**src/rtl/sap_control_sequencer.sv**
```systemverilog
`default_nettype none
// ============================================================================
//  Module   : sap_control_sequencer
//  Purpose  : Six-state T-cycle ring and opcode decoder for the 8-bit
//             accumulator CPU. It produces the per-cycle control word for
//             the PC, MAR, RAM, IR, accumulator, B register, ALU and output
//             register, and counts completed instruction fetches.
//  Revision : 1.0 - initial release
// ============================================================================
module sap_control_sequencer #(
  parameter int CNT_W = 8
) (
  input  logic             clk,
  input  logic             rst,
  input  logic             start,
  input  logic [3:0]       opcode,
  output logic             pc_out,
  output logic             mar_in,
  output logic             pc_inc,
  output logic             ram_out,
  output logic             ir_in,
  output logic             ir_out,
  output logic             acc_in,
  output logic             acc_out,
  output logic             b_in,
  output logic             alu_sub,
  output logic             alu_out,
  output logic             out_in,
  output logic [2:0]       t_state,
  output logic             halted,
  output logic [CNT_W-1:0] fetch_count
);

  // The state encoding doubles as the externally visible t_state value.
  typedef enum logic [2:0] {
    S_IDLE = 3'd0,
    S_T1   = 3'd1,
    S_T2   = 3'd2,
    S_T3   = 3'd3,
    S_T4   = 3'd4,
    S_T5   = 3'd5,
    S_T6   = 3'd6,
    S_HALT = 3'd7
  } state_t;

  localparam logic [3:0] C_OP_LDA = 4'b0000;
  localparam logic [3:0] C_OP_ADD = 4'b0001;
  localparam logic [3:0] C_OP_SUB = 4'b0010;
  localparam logic [3:0] C_OP_OUT = 4'b1110;
  localparam logic [3:0] C_OP_HLT = 4'b1111;

  state_t r_state;
  state_t w_next_state;
  logic [CNT_W-1:0] r_fetch_count;

  // State register; reset returns to IDLE from anywhere, including HALTED.
  always_ff @(posedge clk) begin
    if (rst) begin
      r_state <= S_IDLE;
    end else begin
      r_state <= w_next_state;
    end
  end

  // Fetch counter advances as the IR captures, i.e. on leaving T3; it wraps.
  always_ff @(posedge clk) begin
    if (rst) begin
      r_fetch_count <= '0;
    end else if (r_state == S_T3) begin
      r_fetch_count <= r_fetch_count + 1'b1;
    end
  end

  // Next-state logic; HLT is resolved in T4 once the opcode is valid.
  always_comb begin
    w_next_state = r_state;
    unique case (r_state)
      S_IDLE: w_next_state = start ? S_T1 : S_IDLE;
      S_T1:   w_next_state = S_T2;
      S_T2:   w_next_state = S_T3;
      S_T3:   w_next_state = S_T4;
      S_T4:   w_next_state = (opcode == C_OP_HLT) ? S_HALT : S_T5;
      S_T5:   w_next_state = S_T6;
      S_T6:   w_next_state = S_T1;
      S_HALT: w_next_state = S_HALT;
      default: w_next_state = S_IDLE;
    endcase
  end

  // Control word decode: fetch cycles depend on state only, execute cycles
  // also on the opcode; unlisted opcodes fall through as all-zero NOPs.
  always_comb begin
    pc_out  = 1'b0;
    mar_in  = 1'b0;
    pc_inc  = 1'b0;
    ram_out = 1'b0;
    ir_in   = 1'b0;
    ir_out  = 1'b0;
    acc_in  = 1'b0;
    acc_out = 1'b0;
    b_in    = 1'b0;
    alu_sub = 1'b0;
    alu_out = 1'b0;
    out_in  = 1'b0;
    unique case (r_state)
      S_T1: begin
        pc_out = 1'b1;
        mar_in = 1'b1;
      end
      S_T2: pc_inc = 1'b1;
      S_T3: begin
        ram_out = 1'b1;
        ir_in   = 1'b1;
        ir_out  = 1'b1;
      end
      S_T4: begin
        if (opcode == C_OP_LDA || opcode == C_OP_ADD || opcode == C_OP_SUB) begin
          ir_out = 1'b1;
          mar_in = 1'b1;
        end else if (opcode == C_OP_OUT) begin
          acc_out = 1'b1;
          out_in  = 1'b1;
        end
      end
      S_T5: begin
        if (opcode == C_OP_LDA) begin
          ram_out = 1'b1;
          acc_in  = 1'b1;
        end else if (opcode == C_OP_ADD || opcode == C_OP_SUB) begin
          ram_out = 1'b1;
          b_in    = 1'b1;
        end
      end
      S_T6: begin
        if (opcode == C_OP_ADD || opcode == C_OP_SUB) begin
          alu_out = 1'b1;
          acc_in  = 1'b1;
          alu_sub = (opcode == C_OP_SUB);
        end
      end
      default: ;
    endcase
  end

  assign t_state     = r_state;
  assign halted      = (r_state == S_HALT);
  assign fetch_count = r_fetch_count;

endmodule
`default_nettype wire

```
**config.mk**
```make
export PLATFORM = sky130hd
export DESIGN_NAME = sap_control_sequencer
export DESIGN_NICKNAME = d
export VERILOG_FILES = /design/src/rtl/sap_control_sequencer.sv
export SDC_FILE = /design/constraint.sdc
export NUM_CORES = 1
export LEC_CHECK = 0
export ABC_AREA = 1
export BUFFER_PORTS_ARGS = -buffer_cell sky130_fd_sc_hd__buf_2
export CAP_MARGIN = 10
export CORE_MARGIN = 5
export CORE_UTILIZATION = 40
export DETAILED_ROUTE_END_ITERATION = 6
export GPL_TIMING_DRIVEN = 0
export PLACE_DENSITY = 0.7
export SLEW_MARGIN = 15
export SYNTH_ARGS = -nofsm -noshare
export SYNTH_HDL_FRONTEND = slang
export SYNTH_SLANG_ARGS = --single-unit
```
**constraint.sdc**
```tcl
create_clock -name clk -period 2.9 [get_ports clk]
set_input_delay 0.58 -clock clk [delete_from_list [all_inputs] [get_ports clk]]
set_output_delay 0.58 -clock clk [all_outputs]
set_load 0.02 [all_outputs]
```
Yosys cells after proc, flatten, opt, wreduce, memory -nomap -nowiden
Cells that the tools add are included.
{"block": "totals", "ff_bits": 11, "latchBits": 0, "mem_bits_rw": 0, "rom_bits": 0, "in_bits": 7, "out_inout_bits": 24, "mem_count": 0}
{"block": "classes", "n_addsub": 1, "n_mul": 0, "n_div": 0, "n_lt_le_gt_ge": 0, "eq_ne": 11, "shifts": 0, "muxes": 22, "bitwise": 0, "reduce_logical": 5}
{"cell": "$pmux 3 s8", "count": 1}
{"cell": "$mux 1", "count": 16}
{"cell": "$eq 3x3->1 const B", "count": 4}
{"cell": "$add 8x1->8 const B", "count": 1}
{"cell": "$eq 4x4->1 const B", "count": 2}
{"cell": "$pmux 1 s2", "count": 4}
{"cell": "$eq 3x2->1 const B", "count": 2}
{"cell": "$eq 4x1->1 const B", "count": 1}
{"cell": "$eq 4x2->1 const B", "count": 1}
{"cell": "$logic_not 4->1", "count": 1}
{"cell": "$eq 3x1->1 const B", "count": 1}
{"cell": "$logic_not 3->1", "count": 1}
{"cell": "$logic_or 1x1->1", "count": 3}
{"cell": "$mux 2", "count": 1}

Depth between registers and ports, before layout
Gate-level depths: netlist (run 1).
{"block": "logic_depth", "ltp_word": 5, "mapped_depth": 7}

Least setup slack after synthesis (run 1)
OpenSTA, ideal clock, no wires.
{"block": "synth_timing", "path_type": "in2out", "startpoint": "input port opcode[3]", "endpoint": "output port acc_in", "t_arrival_ns": 1.504, "setup_slack_ns": 0.816, "path_stages": 4, "cell_sequence": "nor2_1 > nand3_1 > and2_1 > o21ai_0"}
{"block": "synth_between", "elab_chain_cells": 4, "elab_cells_between_ends": 7}
{"element": "start, declared", "line": "16", "text": "input logic [3:0] opcode,"}
{"element": "$eq 4x1->1 / $eq 4x2->1 (equally long branches)", "line": "135", "text": "if (opcode == C_OP_ADD || opcode == C_OP_SUB) begin"}
{"element": "$logic_or 1x1->1", "line": "135"}
{"element": "$mux 1", "line": "135"}
{"element": "$pmux 1 s2 *", "line": "105", "text": "unique case (r_state)"}
{"element": "end, declared", "line": "23", "text": "output logic acc_in,"}
Mark *: on every way between the ends. The rest lies on a longest branch, timed or not.

Worst setup path in the final report (run 1)
{"block": "layout_timing", "startpoint": "input port opcode[3]", "endpoint": "output port mar_in"}
{"block": "layout_between", "elab_chain_cells": 5, "elab_cells_between_ends": 7}
{"element": "$eq 4x1->1 / $logic_not 4->1 (equally long branches)", "line": "117", "text": "if (opcode == C_OP_LDA || opcode == C_OP_ADD || opcode == C_OP_SUB) begin"}
{"element": "$logic_or 1x1->1", "line": "117"}
{"element": "$logic_or 1x1->1 *", "line": "117"}
{"element": "$mux 1 *", "line": "117"}
{"element": "$pmux 1 s2 *", "line": "105"}
{"element": "end, declared", "line": "18", "text": "output logic mar_in,"}
Marks and branches as above.

==> summary by stage, run 1 <==
Run status
The run finished with clean final reports.

Yosys
Each instance of the synthesized netlist takes up on average between 5 and 6 um^2. The flip-flop and latch count after synthesis is 11. The netlist uses 15 different library cells.

The sequential share of the synthesized area is 0.324. During synthesis, Yosys emitted a total of 0 warnings. Summing every instance area after synthesis gives around 700 um^2. In the synthesized netlist, the number of instances is between 100 and 150. The post-synth net total is ~120.

STA
Setup repair after global routing left no endpoint under its margin. For the final routed database, the setup TNS stands at 0 ns. At the pin with the least slew margin, the transition time is 0.286 ns.

The total count of hold-check failures in the final report is 0. Between clock sinks in the finished design, the worst skew comes to a little over 0.002 ns. The period utilization is 0.743.

The final worst-path setup slack is around 0.74 ns. Timing would allow up to around 460 MHz. Counting I/O delays and the setup requirement, the final critical path takes ~2.2 ns. The number of slew-limit violations in the final report is 0. The relative max-transition margin is 0.809. The final count of negative-setup-slack endpoints is 0.

Floorplan
The die is a little over 50 um wide. The core region is 1670 um^2. The die is 51.3 um tall. 31 I/O pins were placed. For this configuration, the core starts out at a cell density of 0.407. The die footprint is approximately 2600 um^2.

The number of standard-cell rows in the floorplan is 15.

Clocking
The number of resized instances in the post-cts repair step is 0. The deepest clock path buffer count is 2. The insertion delay to the later sink of the worst-skew pair is roughly 0.27 ns. The root buffer cell chosen for the clock tree is sky130_fd_sc_hd__clkbuf_4. The count of hold-fix buffers inserted at cts is 0. Counting the buffers created by CTS gives 3. After clock tree synthesis, the clock-pin slew on the worst setup and hold paths is 0.07 ns. After clock tree synthesis, the setup repair step added 0 buffers. TritonCTS built the clock tree. CTS built an H-tree with a depth of 1. The tree built by TritonCTS fans out to 11 sinks.

Layout
The net count of the finished layout is between 150 and 200. Once layout is complete, the utilization of the core stands at 0.526. The fraction of layout instances using a drive strength above 1 is 0.257. The number of diodes added for antenna fixing is 0. Compared with the post-synthesis result, the final layout area differs by 29.0%. The final standard cell count with taps included and fillers excluded is around 170. After filler insertion, the fill cell instance count of the layout stands at roughly 180.

Critical path
The category of the critical setup timing path is input pin to output port. The end point of the critical path is mar_in. In this design, the critical path's most frequently occurring cell is sky130_fd_sc_hd__buf_2.

The setup slack of the worst register-to-register path is ~1.7 ns. The critical register-to-register path endpoint is fetch_count[5]. The worst reg2reg path depth is 7. The kind of cell adding the most delay to the critical path is simple AND/OR/NAND/NOR gates. The most critical setup path has its startpoint at opcode[3].

The startpoint type of the worst setup path is an input pin. The endpoint class of the critical path is an output port. The arrival time of the worst setup path is ~1.6 ns. Counting both buffers and inverters, the worst setup path holds a total of 2. The slowest stage of the critical path is the sky130_fd_sc_hd__or2_2 cell. Data on the critical path is required at its endpoint by between 2 and 2.5 ns. The critical path depth in cells is 6.

Walking the worst path, the cells encountered are buf_2 -> nor2_1 -> nand2_1 -> or2_2 -> o21ai_0 -> buf_2. The peak per-stage delay on the critical path is 0.31 ns. The maximum fanout encountered on the critical timing path is 4.

Placement
The last weighted congestion value of the routability-driven placer is between 0.7 and 0.8. The number of placed instances, taps included, is approximately 160. The worst slack at placement is approximately 0.76 ns.

During placement, the flow inserted port buffers numbering 30. Once detailed placement completed, the half-perimeter wirelength came to about 1300 um.

Routing
The DRC violations left is 0. The number of iterations in the first detailed-routing pass is 4. In the final routed layout, each cell accounts on average for 9.95 um. The total number of vias is approximately 800. After detailed routing, the number of vias per cell comes to approximately 5. Once detail routing completed, the nets flagged for antenna violations numbered 0. The starting DRC count in detailed routing is 7. The aggregate routed wire length is between 1500 and 2000 um.

Power and ir drop
The power after layout is ~330 uW. The worst-case IR drop observed on VDD is roughly 0.34 mV. The analysis attributes to cell leakage a power of between 0.0004 and 0.0005 uW.

In this run the power density over the cells is around 370 nW/um^2.

Run
Across the run, the number of max-cap violations was 0.

Worst hold path
The origin of the worst min-delay path is rst. The worst hold path passes through 2 cells. The kind of path behind the tightest hold check is input pin to register.

Global route
The total routing usage reported by global routing is 0.134. The number of antenna violations at the first check in global routing is 0. The via count of the first global-routing pass is around 670.

The largest net degree at the start of global routing is 11. The total grt overflow is 0. The first global-routing pass estimated around 2700 um of wire.
-- worst min-delay path by stage --
stage	end	slack, ns
6_report	t_state[0]	0.52
5_1_grt	t_state[0]	0.51
4_1_cts	t_state[0]	0.51
3_5_place_dp	fetch_count[0]	0.51
3_3_place_gp	fetch_count[0]	0.51
2_1_floorplan	fetch_count[0]	0.58
-- worst reg2reg max path: stages, from the launching register on --
cell and delay (ns):
sky130_fd_sc_hd__dfxtp_1 0.31, sky130_fd_sc_hd__buf_4 0.17, sky130_fd_sc_hd__inv_1 0.09, sky130_fd_sc_hd__nand3_2 0.13
sky130_fd_sc_hd__nor2_1 0.24, sky130_fd_sc_hd__nand3_1 0.10, sky130_fd_sc_hd__nand2_1 0.07, sky130_fd_sc_hd__nor2_1 0.04
-- cell families after synthesis --
logic type	synth area share
AOI/OAI and AO/OA	0.0735
buffers and inverters	0.116
DFF	0.324
and+or+nand+nor	0.469
adders and majority gates	0.0184
-- cell type report --
class,instances,area [um^2],area share
clock buffer,4,26.3,0.0299
multi-input combinational,84,382,0.434
sequential,11,220,0.251
buffer,2,15.0,0.0171
tap,17,21.3,0.0242
inverter,17,63.8,0.0726
timing repair buffer,30,150,0.171
-- cells in the mapped netlist (all sizes together) --
library cell  number  share of area
and2               1         0.0092
a21oi              4          0.029
ha                 1          0.018
nor3               1         0.0073
dfxtp             11           0.32
nor2              25           0.15
o21ai              6          0.044
buf                2          0.022
nand4              2          0.018
or2                1         0.0092
nand3             17           0.13
nand2             26           0.14
inv               17          0.094
-- sequential cells by signal, summed over array words and instances (netlist names), named ones only --
name	flops
fetch_count	8
t_state	2
-- cell usage in the layout (no fill, tap or decap) --
master	count
sky130_fd_sc_hd__nor2_1	24
sky130_fd_sc_hd__a21oi_1	4
sky130_fd_sc_hd__nand3_1	16
sky130_fd_sc_hd__ha_1	1
sky130_fd_sc_hd__clkbuf_4	3
sky130_fd_sc_hd__dfxtp_1	11
sky130_fd_sc_hd__clkbuf_1	1
sky130_fd_sc_hd__buf_2	30
sky130_fd_sc_hd__buf_4	2
sky130_fd_sc_hd__nor3_1	1
sky130_fd_sc_hd__inv_1	17
sky130_fd_sc_hd__nand3_2	1
sky130_fd_sc_hd__o21ai_0	6
sky130_fd_sc_hd__and2_1	1
sky130_fd_sc_hd__nor2_4	1
sky130_fd_sc_hd__or2_2	1
sky130_fd_sc_hd__nand4_1	2
sky130_fd_sc_hd__nand2_1	26
-- report_power, final --
part	leakage, uW	switching, uW	internal, uW
clock	0.0000150	51.4	53.2
combinational	0.000356	40.2	20.2
sequential	0.0000891	7.13	155
total	0.000460	98.7	229
-- metal layers --
metal  global-route usage  vias up  part of all wire
met3               0.0671        2             0.080
met1                0.149      352              0.45
met5                    0        -                 0
met2                0.230       23              0.47
met4               0.0262        0            0.0043
li1                     -      432                 -
-- metrics by stage --
stage	hold WS (ns)	area, um^2
6_report	0.518	878
5_1_grt	0.506	878
4_1_cts	0.508	878
3_5_place_dp	0.514	852
3_3_place_gp	0.509	852
2_1_floorplan	0.584	681
Power figures use the tool's default switching activity.
==> run 2: changes to the inputs <==
--- a/config.mk
+++ b/config.mk
@@ -5,14 +5,14 @@
 export SDC_FILE = /design/constraint.sdc
 export NUM_CORES = 1
 export LEC_CHECK = 0
-export ABC_AREA = 1
+export ABC_AREA = 0
 export BUFFER_PORTS_ARGS = -buffer_cell sky130_fd_sc_hd__buf_2
 export CAP_MARGIN = 10
 export CORE_MARGIN = 5
 export CORE_UTILIZATION = 40
 export DETAILED_ROUTE_END_ITERATION = 6
 export GPL_TIMING_DRIVEN = 0
-export PLACE_DENSITY = 0.7
+export PLACE_DENSITY = 0.73
 export SLEW_MARGIN = 15
 export SYNTH_ARGS = -nofsm -noshare
 export SYNTH_HDL_FRONTEND = slang
==> constraint.sdc (replaced) <==
create_clock -name clk -period 1.85 [get_ports clk]
set_input_delay 0.37 -clock clk [delete_from_list [all_inputs] [get_ports clk]]
set_output_delay 0.37 -clock clk [all_outputs]
set_load 0.02 [all_outputs]
==> summary by stage, run 2 <==
Clocking
The clock root buffer is sky130_fd_sc_hd__clkbuf_4. The insertion delay to the later sink of the worst-skew pair is around 0.27 ns. TritonCTS built the clock tree.

In this run the number of H-tree levels came out at 1. The clock transition at the register clock pins on the worst setup and hold paths after CTS is ~0.070 ns. The count of hold-fix buffers inserted at cts is 0. In this run, CTS created clock tree buffers numbering 3.

The deepest clock path buffer count is 2. The number of clock sinks seen by CTS is 11. Buffers added to address setup during post-CTS repair amount to 0.

Yosys
For this run, the register share of the synthesized area comes to 0.328. The post-synth net total is between 90 and 100. Synthesis produced between 80 and 90 cells. The flip-flop and latch count after synthesis is 11. Yosys printed 0 warnings. Of all cell types, the one taking the most synthesized area is sky130_fd_sc_hd__dfxtp_1.

In the synthesized netlist the async set-or-reset flop fraction comes to 0. The dominant register cell in the synthesized netlist is sky130_fd_sc_hd__dfxtp_1. Counting distinct cell types in the post-synthesis netlist gives 32.

The number of synthesized flops with an enable pin is 0. The share of synthesized area in the top cell type comes to 0.328. The cell area that synthesis handed to floorplanning was about 670 um^2. In the synthesized netlist, the cells that appear most often are 11 x sky130_fd_sc_hd__dfxtp_1, 11 x sky130_fd_sc_hd__nor2_1, 9 x sky130_fd_sc_hd__a21oi_1. After synthesis, the cell types taking the most area are sky130_fd_sc_hd__dfxtp_1 33%, sky130_fd_sc_hd__a21oi_1 6.7%, sky130_fd_sc_hd__nor2_1 6.1%, sky130_fd_sc_hd__nand2b_1 4.7%, sky130_fd_sc_hd__mux2i_1 3.0%. The mean area per synthesized cell is just under 8 um^2.

Critical path
Data on the critical path arrives at its endpoint at 1.39 ns. STA puts the critical path data required time at roughly 1.5 ns. The cell with the biggest individual delay on the critical path is sky130_fd_sc_hd__dfxtp_4. Walking the worst path, the cells encountered are buf_4 -> nand2b_4 -> nor3b_2 -> buf_4 -> buf_4. By instance count, the cell type seen most on the critical path is sky130_fd_sc_hd__buf_4. STA classifies the critical path startpoint as a register. The critical register-to-register path endpoint is fetch_count[5]. In this run the worst setup path terminates at out_in.

The peak per-stage delay on the critical path is about 0.37 ns. In this run the register-to-register setup slack is roughly 0.52 ns. The reg-to-reg critical path startpoint is fetch_count[2]. The critical path starts at t_state[0]. The worst reg2reg path depth is 3. By startpoint and endpoint, the worst setup path is classified as register to output port. The endpoint class of the critical path is an output port. The maximum fanout encountered on the critical timing path is 10.

Layout
In the final layout, the share of cells above drive strength 1 is 0.387. The number of antenna diodes in the final layout is 0. Relative to the synthesized area, the layout overhead comes to 34.8%. The top cell types in the final layout, fill and taps aside, are 29 x sky130_fd_sc_hd__buf_2, 11 x sky130_fd_sc_hd__nor2_1, 8 x sky130_fd_sc_hd__a21oi_1, 8 x sky130_fd_sc_hd__dfxtp_1, 5 x sky130_fd_sc_hd__nand2_1. The finished cells cover a little over 900 um^2.

In the final design database the tool counted between 100 and 150 nets. The number of fillers in the final layout is approximately 140. The library cell used most frequently in the layout, excluding fill and tap cells, is sky130_fd_sc_hd__buf_2. The flip-flop count of the largest register, all copies and words added is 8.

Worst hold path
The kind of path behind the tightest hold check is input pin to register.

Power and ir drop
Of the total power, combinational logic draws 0.281. The power per cell area is around 660 nW/um^2. Internal power comes to between 400 and 500 uW. The net switching power of the design is slightly below 200 uW.

The switching share of power is 0.329. The clock power share is 0.276. The worst voltage drop across the vdd grid is 0.367 mV.

The fraction of power consumed by sequential logic is 0.444. For this design the static power due to leakage is ~0.00044 uW.

STA
Between clock sinks in the finished design, the worst skew comes to between 0.001 and 0.0015 ns. The total negative slack for setup checks is 0 ns. In this run the tightest slew margin relative to its limit is 0.693. The minimum hold slack is 0.263 ns. The maximum frequency from static timing analysis is around 570 MHz. The period utilization is 0.950.

Setup repair after global routing left no endpoint under its margin. For the finished layout, the period the worst path requires is between 1.5 and 2 ns. The transition time at the pin with the least slew margin is 0.461 ns. The final count of negative-setup-slack endpoints is 0. The number of slew-limit violations in the final report is 0. The total count of hold-check failures in the final report came to 0.

Placement
The placed wire-length estimate is between 1000 and 1500 um. Summing all placed instances gives a cell area of 847 um^2. The last weighted congestion value of the routability-driven placer is around 0.75. Buffers placed on the I/O ports in this run total 30.

Routing
In the final routed layout, each cell accounts on average for ~13 um. After detailed routing, the number of remaining DRC violations is 0. The total number of vias is 741. The starting DRC count in detailed routing is 10. The post-route antenna net violation count is 0. The via-per-instance ratio is between 5 and 6.

The number of iterations in the first detailed-routing pass is 4. The routed design has about 1700 um of wire.

Global route
The largest net degree at the start of global routing is 11. The first global-routing pass estimated 2780 um of wire. The total grt overflow is 0. The number of antenna violations at the first check in global routing was 0.

The total routing usage reported by global routing is 0.134. The via count of the first global-routing pass was roughly 650.

Floorplan
In this run the core area contains 14 standard-cell rows. Measured along the y axis, the die boundary spans ~50 um. The die footprint is 2600 um^2. The die is ~50 um wide. The placeable core region is roughly 1500 um^2.

The initial utilization of the core area, before any placement, comes to 0.436. The number of placed I/O pins is 31.

Run status
The flow ran to the end, and the final reports show no timing, DRC or antenna violations.

Run
Max-cap violations in this run came to 0.
==> run 2: area by class of cell <==
| class | instances | area, um^2 | area share |
|---|---|---|---|
| Sequential cell | 11 | 226 | 0.250 |
| Buffer | 5 | 33.8 | 0.0373 |
| Tap cell | 16 | 20.0 | 0.0221 |
| Timing Repair Buffer | 30 | 153 | 0.169 |
| Multi-Input combinational cell | 68 | 443 | 0.489 |
| Inverter | 1 | 3.75 | 0.00414 |
| Clock buffer | 4 | 26.3 | 0.0290 |
==> run 2: worst max-delay path: cells and delay by family, from the launching register on <==
family / cells / cell delay (ns)
buf+inv: 3 / 0.42
flops: 1 / 0.37
simple gates: 2 / 0.32
==> run 2: cells by family (layout without fill, tap and decap cells) <==
group,after synthesis,after routing,share of synthesized area
flip-flops,11,11,0.328
buffers and inverters,6,40,0.0410
multiplexers,2,2,0.0298
AO/OA/AOI/OAI,19,19,0.166
adder cells (fa/ha/maj),1,1,0.0186
AND/OR/NAND/NOR,43,43,0.378
XOR/XNOR,3,3,0.0391
==> run 2: metal layers <==
metal,GRT usage,vias up,wire (um)
met5,0,-,0
met4,0.0255,0,0
met3,0.0523,0,116
met2,0.217,21,816
met1,0.170,345,774
li1,-,375,-
==> run 2: repair_timing <==
action,in CTS,in global routing
pin swaps,0,1
endpoints found under the setup margin,9,8
gates resized for setup,6,9
==> run 2: power by group through the flow <==
stage                     Sequential (uW)  Clock (uW)  Combinational, uW
after floorplan                       275           0               98.5
after global placement                267           0                154
after detailed placement              267           0                157
after CTS                             263         167                163
after global routing                  268         175                180
final                                 265         165                168
==> run 2: how the worst min path moves through the flow <==
stage | end | cells after the start | slack, ns | from
after floorplan | t_state[0] | 1 | 0.45 | rst
after global placement | fetch_count[7] | 2 | 0.46 | fetch_count[7]
after detailed placement | fetch_count[7] | 2 | 0.47 | fetch_count[7]
after CTS | t_state[0] | 2 | 0.26 | rst
after global routing | t_state[0] | 2 | 0.28 | rst
final | t_state[0] | 2 | 0.26 | rst
==> run 2: stage by stage <==
stage,total power (uW),worst slack (ns),util,std cells
floorplan,374,0.0646,-,85
global placement,421,0.200,0.550,131
detailed placement,424,0.184,0.550,131
CTS,593,0.00441,0.574,135
global route,622,0.00437,0.588,135
finish,597,0.0927,0.588,135
